## src/rtl/sram_port_arbiter_if.sv

```systemverilog
// Requester-side port of the SRAM arbiter: one request/grant channel plus its
// 1-cycle read-return path. Instantiated once for inst fetch and once for data.
interface sram_port_arbiter_if #(
  parameter int ADDR_W = 32,
  parameter int DATA_W = 32
);
  logic                  req;
  logic [DATA_W/8-1:0]   wen;
  logic [ADDR_W-1:0]     addr;
  logic [DATA_W-1:0]     wdata;
  logic                  gnt;
  logic                  rvalid;
  logic [DATA_W-1:0]     rdata;

  modport master (output req, wen, addr, wdata, input gnt, rvalid, rdata);
  modport slave  (input req, wen, addr, wdata, output gnt, rvalid, rdata);
endinterface

```

## src/rtl/sram_port_arbiter.sv

```systemverilog
// Shares one pipelined single-port SRAM between inst and data requesters.
// Optional ARB_ADDR_MAP_EN folds kseg0/kseg1 (0x8..0xB top nibble) to physical.
module sram_port_arbiter #(
  parameter int          ADDR_W       = 32,
  parameter int          DATA_W       = 32,
  parameter int unsigned STARVE_LIMIT = 4
) (
  input  logic                clk,
  input  logic                rst,
  sram_port_arbiter_if.slave  i_port,
  sram_port_arbiter_if.slave  d_port,
  output logic                ram_en,
  output logic [DATA_W/8-1:0] ram_wen,
  output logic [ADDR_W-1:0]   ram_addr,
  output logic [DATA_W-1:0]   ram_wdata,
  input  logic [DATA_W-1:0]   ram_rdata
);
  localparam logic [3:0] LIM = 4'(STARVE_LIMIT);

  typedef enum logic [1:0] {RS_NONE, RS_INST, RS_DATA} resp_sel_e;

  resp_sel_e         resp_sel_q, resp_sel_d;
  logic [3:0]        starve_cnt_q, starve_cnt_d;
  logic [DATA_W-1:0] i_rdata_q, i_rdata_d;
  logic [DATA_W-1:0] d_rdata_q, d_rdata_d;
  logic              i_gnt, d_gnt, i_rvalid, d_rvalid;
  logic [ADDR_W-1:0] win_addr;

  function automatic logic [ADDR_W-1:0] map_addr(input logic [ADDR_W-1:0] a);
`ifdef ARB_ADDR_MAP_EN
    if (a[ADDR_W-1 -: 2] == 2'b10) map_addr = {3'b000, a[ADDR_W-4:0]};
    else                           map_addr = a;
`else
    map_addr = a;
`endif
  endfunction

  always_comb begin
    i_gnt        = 1'b0;
    d_gnt        = 1'b0;
    ram_wen      = '0;
    win_addr     = '0;
    ram_wdata    = '0;
    starve_cnt_d = starve_cnt_q;
    resp_sel_d   = RS_NONE;
    // Data wins conflicts until inst has lost STARVE_LIMIT in a row.
    if (!rst) begin
      if (i_port.req && d_port.req) begin
        if (starve_cnt_q == LIM) i_gnt = 1'b1;
        else                     d_gnt = 1'b1;
      end else begin
        i_gnt = i_port.req;
        d_gnt = d_port.req;
      end
    end
    if (i_gnt) begin
      ram_wen   = i_port.wen;
      win_addr  = i_port.addr;
      ram_wdata = i_port.wdata;
    end else if (d_gnt) begin
      ram_wen   = d_port.wen;
      win_addr  = d_port.addr;
      ram_wdata = d_port.wdata;
    end
    ram_en   = i_gnt | d_gnt;
    ram_addr = map_addr(win_addr);

    if (i_gnt)
      starve_cnt_d = '0;
    else if (i_port.req && d_gnt && starve_cnt_q != LIM)
      starve_cnt_d = starve_cnt_q + 4'd1;

    if (i_gnt && i_port.wen == '0)      resp_sel_d = RS_INST;
    else if (d_gnt && d_port.wen == '0) resp_sel_d = RS_DATA;

    // A response owed across a reset edge is dropped and held words read as 0.
    i_rvalid  = !rst && resp_sel_q == RS_INST;
    d_rvalid  = !rst && resp_sel_q == RS_DATA;
    i_rdata_d = i_rvalid ? ram_rdata : i_rdata_q;
    d_rdata_d = d_rvalid ? ram_rdata : d_rdata_q;
  end

  always_ff @(posedge clk) begin
    if (rst) begin
      resp_sel_q   <= RS_NONE;
      starve_cnt_q <= '0;
      i_rdata_q    <= '0;
      d_rdata_q    <= '0;
    end else begin
      resp_sel_q   <= resp_sel_d;
      starve_cnt_q <= starve_cnt_d;
      i_rdata_q    <= i_rdata_d;
      d_rdata_q    <= d_rdata_d;
    end
  end

  assign i_port.gnt    = i_gnt;
  assign d_port.gnt    = d_gnt;
  assign i_port.rvalid = i_rvalid;
  assign d_port.rvalid = d_rvalid;
  assign i_port.rdata  = rst ? '0 : i_rdata_d;
  assign d_port.rdata  = rst ? '0 : d_rdata_d;
endmodule

```

## src/flat_wrapper.sv

```systemverilog
// flat-port wrapper written by rule: the top's interface ports become plain ports
module sram_port_arbiter_flat 
#(
  parameter int          ADDR_W       = 32,
  parameter int          DATA_W       = 32,
  parameter int unsigned STARVE_LIMIT = 4
)
  (clk, rst, ram_en, ram_wen, ram_addr, ram_wdata, ram_rdata, i_port_req, i_port_wen, i_port_addr, i_port_wdata, i_port_gnt, i_port_rvalid, i_port_rdata, d_port_req, d_port_wen, d_port_addr, d_port_wdata, d_port_gnt, d_port_rvalid, d_port_rdata);
  sram_port_arbiter_if #(.ADDR_W(ADDR_W), .DATA_W(DATA_W)) i_port_i ();
  sram_port_arbiter_if #(.ADDR_W(ADDR_W), .DATA_W(DATA_W)) d_port_i ();
  input  logic clk;
  input  logic rst;
  output logic ram_en;
  output logic [DATA_W/8-1:0] ram_wen;
  output logic [ADDR_W-1:0] ram_addr;
  output logic [DATA_W-1:0] ram_wdata;
  input  logic [DATA_W-1:0] ram_rdata;
  input wire logic [$bits(i_port_i.req)-1:0] i_port_req;
  input wire logic [$bits(i_port_i.wen)-1:0] i_port_wen;
  input wire logic [$bits(i_port_i.addr)-1:0] i_port_addr;
  input wire logic [$bits(i_port_i.wdata)-1:0] i_port_wdata;
  output wire logic [$bits(i_port_i.gnt)-1:0] i_port_gnt;
  output wire logic [$bits(i_port_i.rvalid)-1:0] i_port_rvalid;
  output wire logic [$bits(i_port_i.rdata)-1:0] i_port_rdata;
  input wire logic [$bits(d_port_i.req)-1:0] d_port_req;
  input wire logic [$bits(d_port_i.wen)-1:0] d_port_wen;
  input wire logic [$bits(d_port_i.addr)-1:0] d_port_addr;
  input wire logic [$bits(d_port_i.wdata)-1:0] d_port_wdata;
  output wire logic [$bits(d_port_i.gnt)-1:0] d_port_gnt;
  output wire logic [$bits(d_port_i.rvalid)-1:0] d_port_rvalid;
  output wire logic [$bits(d_port_i.rdata)-1:0] d_port_rdata;
  assign i_port_i.req = i_port_req;
  assign i_port_i.wen = i_port_wen;
  assign i_port_i.addr = i_port_addr;
  assign i_port_i.wdata = i_port_wdata;
  assign i_port_gnt = i_port_i.gnt;
  assign i_port_rvalid = i_port_i.rvalid;
  assign i_port_rdata = i_port_i.rdata;
  assign d_port_i.req = d_port_req;
  assign d_port_i.wen = d_port_wen;
  assign d_port_i.addr = d_port_addr;
  assign d_port_i.wdata = d_port_wdata;
  assign d_port_gnt = d_port_i.gnt;
  assign d_port_rvalid = d_port_i.rvalid;
  assign d_port_rdata = d_port_i.rdata;
  sram_port_arbiter #(.ADDR_W(ADDR_W), .DATA_W(DATA_W), .STARVE_LIMIT(STARVE_LIMIT)) u_core (.clk(clk), .rst(rst), .i_port(i_port_i), .d_port(d_port_i), .ram_en(ram_en), .ram_wen(ram_wen), .ram_addr(ram_addr), .ram_wdata(ram_wdata), .ram_rdata(ram_rdata));
endmodule
```

## config.mk

```make
export PLATFORM = sky130hd
export DESIGN_NAME = sram_port_arbiter_flat
export DESIGN_NICKNAME = d
export VERILOG_FILES = /design/src/rtl/sram_port_arbiter_if.sv /design/src/rtl/sram_port_arbiter.sv /design/src/flat_wrapper.sv
export SDC_FILE = /design/constraint.sdc
export NUM_CORES = 1
export LEC_CHECK = 0
export BUFFER_PORTS_ARGS = -buffer_cell sky130_fd_sc_hd__clkbuf_2
export CAP_MARGIN = 20
export CORE_AREA = 2 2 120 122
export CTS_CLUSTER_SIZE = 20
export DETAILED_ROUTE_END_ITERATION = 7
export DIE_AREA = 0 0 122 124
export SLEW_MARGIN = 20
export SYNTH_ARGS = -nofsm -noshare
export SYNTH_HDL_FRONTEND = slang
export SYNTH_SLANG_ARGS = --single-unit
```

## constraint.sdc

```tcl
create_clock -name clk -period 1.65 [get_ports clk]
set_input_delay 0.165 -clock clk [delete_from_list [all_inputs] [get_ports clk]]
set_output_delay 0.165 -clock clk [all_outputs]
set_load 0.05 [all_outputs]
```

==> key figures <==
Run status
  • Result of the run: finished with violations
  • Violations in the final reports: negative setup slack

Place
  • Cell area reported after detailed placement: 0.006625 mm^2
  • Worst setup slack before clock tree synthesis: -0.1145 ns
  • Placer Congestion: 0.8121
  • DPL Wire Length: 12.64 mm
  • Cells after DPL: 877
  • Total of buffers placed on input and output ports: 308

Clock network
  • Max clock buf depth: 2
  • Sinks on Clock Net: 70
  • Number of clock buffers inserted by TritonCTS: 9
  • Cell at the root of the clock tree: sky130_fd_sc_hd__clkbuf_16
  • CTS tree: built
  • Htree depth: 3
  • Insertion delay to the later sink of the worst-skew pair: 0.32 ns
  • Clock-pin slew on the worst setup and hold paths: 0.06 ns
  • Number of hold buffers added after cts: 0

Timing
  • Min Hold Slack: 0.1189 ns
  • Clock skew after layout: 0.006992 ns
  • Clock period minus worst slack: 1.996 ns
  • Unrepaired setup endpoints after global routing: true
  • Achievable frequency: 0.5009 GHz
  • Total negative setup slack: -29.67 ns
  • Max transition margin: 0.7932
  • Post-route fraction of the period consumed by the critical path: 1.210
  • Count of final setup violators: 136
  • Worst Max-Slew Pin Slew: 0.3102 ns
  • Min setup slack post-route: -0.3463 ns
  • Max-slew violation total from the final report: 0
  • Number of failing hold endpoints at the final stage: 0

Yosys
  • Cell types occupying the most area after synthesis: sky130_fd_sc_hd__dfxtp_1 42%, sky130_fd_sc_hd__a22o_1 18%, sky130_fd_sc_hd__nand2_1 14%
  • Number of warnings issued by yosys: 0
  • Post-synth top area share: 0.4217
  • Cell type contributing the most total cell area after synthesis: sky130_fd_sc_hd__dfxtp_1
  • Net Count, Synth: 575
  • Share of synthesized area occupied by flip-flops and latches: 0.4217
  • Mean area per synthesized cell: 8.287 um^2
  • Post-synthesis sequential element count: 70
  • Synth Instances: 401
  • Library cells used by synthesis: 30
  • Synthesized cell area: 0.003323 mm^2

Global route
  • Global-route wire length before repair: 27.96 mm
  • Vias in the first global route: 4807
  • Global route overflow: 0
  • Global Route Usage Sum: 0.2462
  • Antenna violations before repair: 2
  • Maximum number of pins on one net before global-route repair: 66

Worst setup path
  • Sequence of cells on the critical path: inv_2 -> ha_4 -> nand4b_1 -> and3_4 -> clkbuf_16 -> a22o_2 -> buf_12
  • Slowest cell delay on critical path: 0.32 ns
  • Arrival time at the worst endpoint: 1.83 ns
  • Nature of the critical path endpoint: output port
  • Critical Setup Path Class: flip-flop to output port
  • Kind of launch point of the worst setup path: flip-flop
  • Slowest-stage cell, CP: sky130_fd_sc_hd__dfxtp_2
  • Buffers and inverters on the worst path: 3
  • Data required time of the worst path: 1.48 ns
  • Critical-path maximum fanout: 17
  • Reg2Reg Setup Slack: 0.09 ns
  • Cell family with the largest share of critical-path delay: buffers and inverters

Route
  • Aggregate routed wire length: 20.67 mm
  • Detailed-router iteration count before antenna repair: 4
  • Initial DRC count: 178
  • Vias per Instance: 4.817
  • Wire length per cell after detailed routing: 21.59 um
  • Antenna violation net count after detailed routing: 0
  • Overall via count from detail_route: 4610
  • DR DRC count: 0

Worst hold path
  • Hold/Removal Path Class: primary input to flip-flop

Pwr
  • Power Total: 5.405 mW
  • Peak supply drop: 0.6075 mV
  • Internal portion of total power: 3.789 mW
  • Proportion of power drawn by combinational gates: 0.302
  • Leakage dissipation: 4.511 nW
  • Portion of total power attributed to sequential cells: 0.316
  • Sw Share: 0.2990
  • Part of the power in the clock network: 0.382
  • Ratio of total power to cell area: 559.9 mW/mm^2
  • Switching component of the power: 1.616 mW

Final layout
  • Area delta synth->final: 190.5%
  • Finished Layout Cells: 957
  • Layout Nets: 945
  • # fillers: 896
  • Cell area after layout: 0.009654 mm^2
  • Ratio of cells with drive above 1 in the final layout: 0.7832
  • Share of the core filled with cells: 0.7037

Die
  • Die Footprint: 0.01513 mm^2
  • Total number of placement rows: 43
  • Effective utilization at floorplan: 0.2422
  • Die span in y: 124 um
  • Core outline area: 0.01372 mm^2
  • Die Wd: 122 um
  • Ports: 309

Job
  • Count of maximum capacitance violations: 0
## layout by cell type, fill, tap and decap left out, types with 3 or more instances in the layout
cell                        netlist  final
sky130_fd_sc_hd__a22o_2           0     29
sky130_fd_sc_hd__a22o_4           0     39
sky130_fd_sc_hd__buf_12           0     97
sky130_fd_sc_hd__buf_16           0      8
sky130_fd_sc_hd__buf_4            2     33
sky130_fd_sc_hd__buf_6           15     20
sky130_fd_sc_hd__buf_8            0     60
sky130_fd_sc_hd__clkbuf_16        0     16
sky130_fd_sc_hd__clkbuf_2         0    171
sky130_fd_sc_hd__dfxtp_1         70     66
sky130_fd_sc_hd__dfxtp_2          0      4
sky130_fd_sc_hd__inv_2            1      3
sky130_fd_sc_hd__nand2_1        128     77
sky130_fd_sc_hd__nand2_2          0      5
sky130_fd_sc_hd__nand2_4          0     46
sky130_fd_sc_hd__nand4b_1         3      3
sky130_fd_sc_hd__o21ai_4          0     63
## power by group through the flow
stage	Combinational [mW]	Sequential, mW	Clock (mW)
2_1_floorplan	0.686	1.74	0
3_3_place_gp	1.32	1.74	0
3_5_place_dp	1.32	1.74	0
4_1_cts	1.52	1.71	2.10
5_1_grt	1.69	1.71	2.19
6_report	1.63	1.71	2.07
## layout make-up
cell class / count / area (um^2) / share of cell area
well taps: 180 / 225.2 / 0.02333
clock inverters: 5 / 83.83 / 0.008683
multi-input cells: 289 / 3109 / 0.3221
flip-flops and latches: 70 / 1406 / 0.1457
diodes: 2 / 5.005 / 0.0005184
clock buffers: 10 / 229.0 / 0.02372
inverters: 4 / 15.01 / 0.001555
repair buffers: 397 / 4581 / 0.4745
## tightest hold or removal path, cell delays in order
cell and delay [ns]:
sky130_fd_sc_hd__clkbuf_2 0.09, sky130_fd_sc_hd__or4_1 0.09, sky130_fd_sc_hd__nor3_1 0.05
## Yosys cell counts (all sizes together)
library cell  number
inv                4
ha                 2
and3               2
buf               34
o31ai              1
nand2            128
nand4              1
and2               2
clkbuf             4
a22o              68
dfxtp             70
nand4b             3
a31oi              1
nor3b              2
a41o               2
or4                1
or2                1
o21ai             64
nor4               1
nand3b             2
nor2               2
o32ai              1
nor3               2
nand2b             2
a21oi              1
## flip-flops by register name, summed over array words and instances (netlist names)
register / cells
u_core.starve_cnt_q: 4
u_core.d_rdata_q: 32
u_core.i_rdata_q: 32
u_core.resp_sel_q: 2
## path summary, 6_finish.rpt
path	startpoint	endpoint	depth (start not counted)
max reg2reg	u_core.resp_sel_q[1]	u_core.d_rdata_q[26]	8
min reg2reg	u_core.d_rdata_q[9]	u_core.d_rdata_q[9]	2
min	i_port_wen[3]	u_core.resp_sel_q[0]	3
max	u_core.starve_cnt_q[0]	ram_addr[7]	7
## logic make-up (layout without fill, tap and decap cells)
family / after synthesis / count (layout) / synth area share
flops: 70 / 70 / 0.4217
buf+inv: 42 / 416 / 0.08998
simple gates: 149 / 149 / 0.1875
fa+ha+maj: 2 / 2 / 0.007529
other cells: 0 / 2 / 0
compound gates: 138 / 138 / 0.2933
## routing by layer
metal	track usage	up-vias	part of all wire
met4	0.05819	0	0.024
met5	0	-	0
met1	0.2520	2217	0.32
met3	0.09570	30	0.099
li1	-	2165	-
met2	0.4700	198	0.56
## what timing repair did
action / 4_1_cts / 5_1_grt
gates cloned: 14 / 4
pin swaps: 63 / 31
resized for setup: 340 / 119
endpoints found under the setup margin: 137 / 137
setup buffers: 40 / 13
Power figures use the tool's default switching activity.
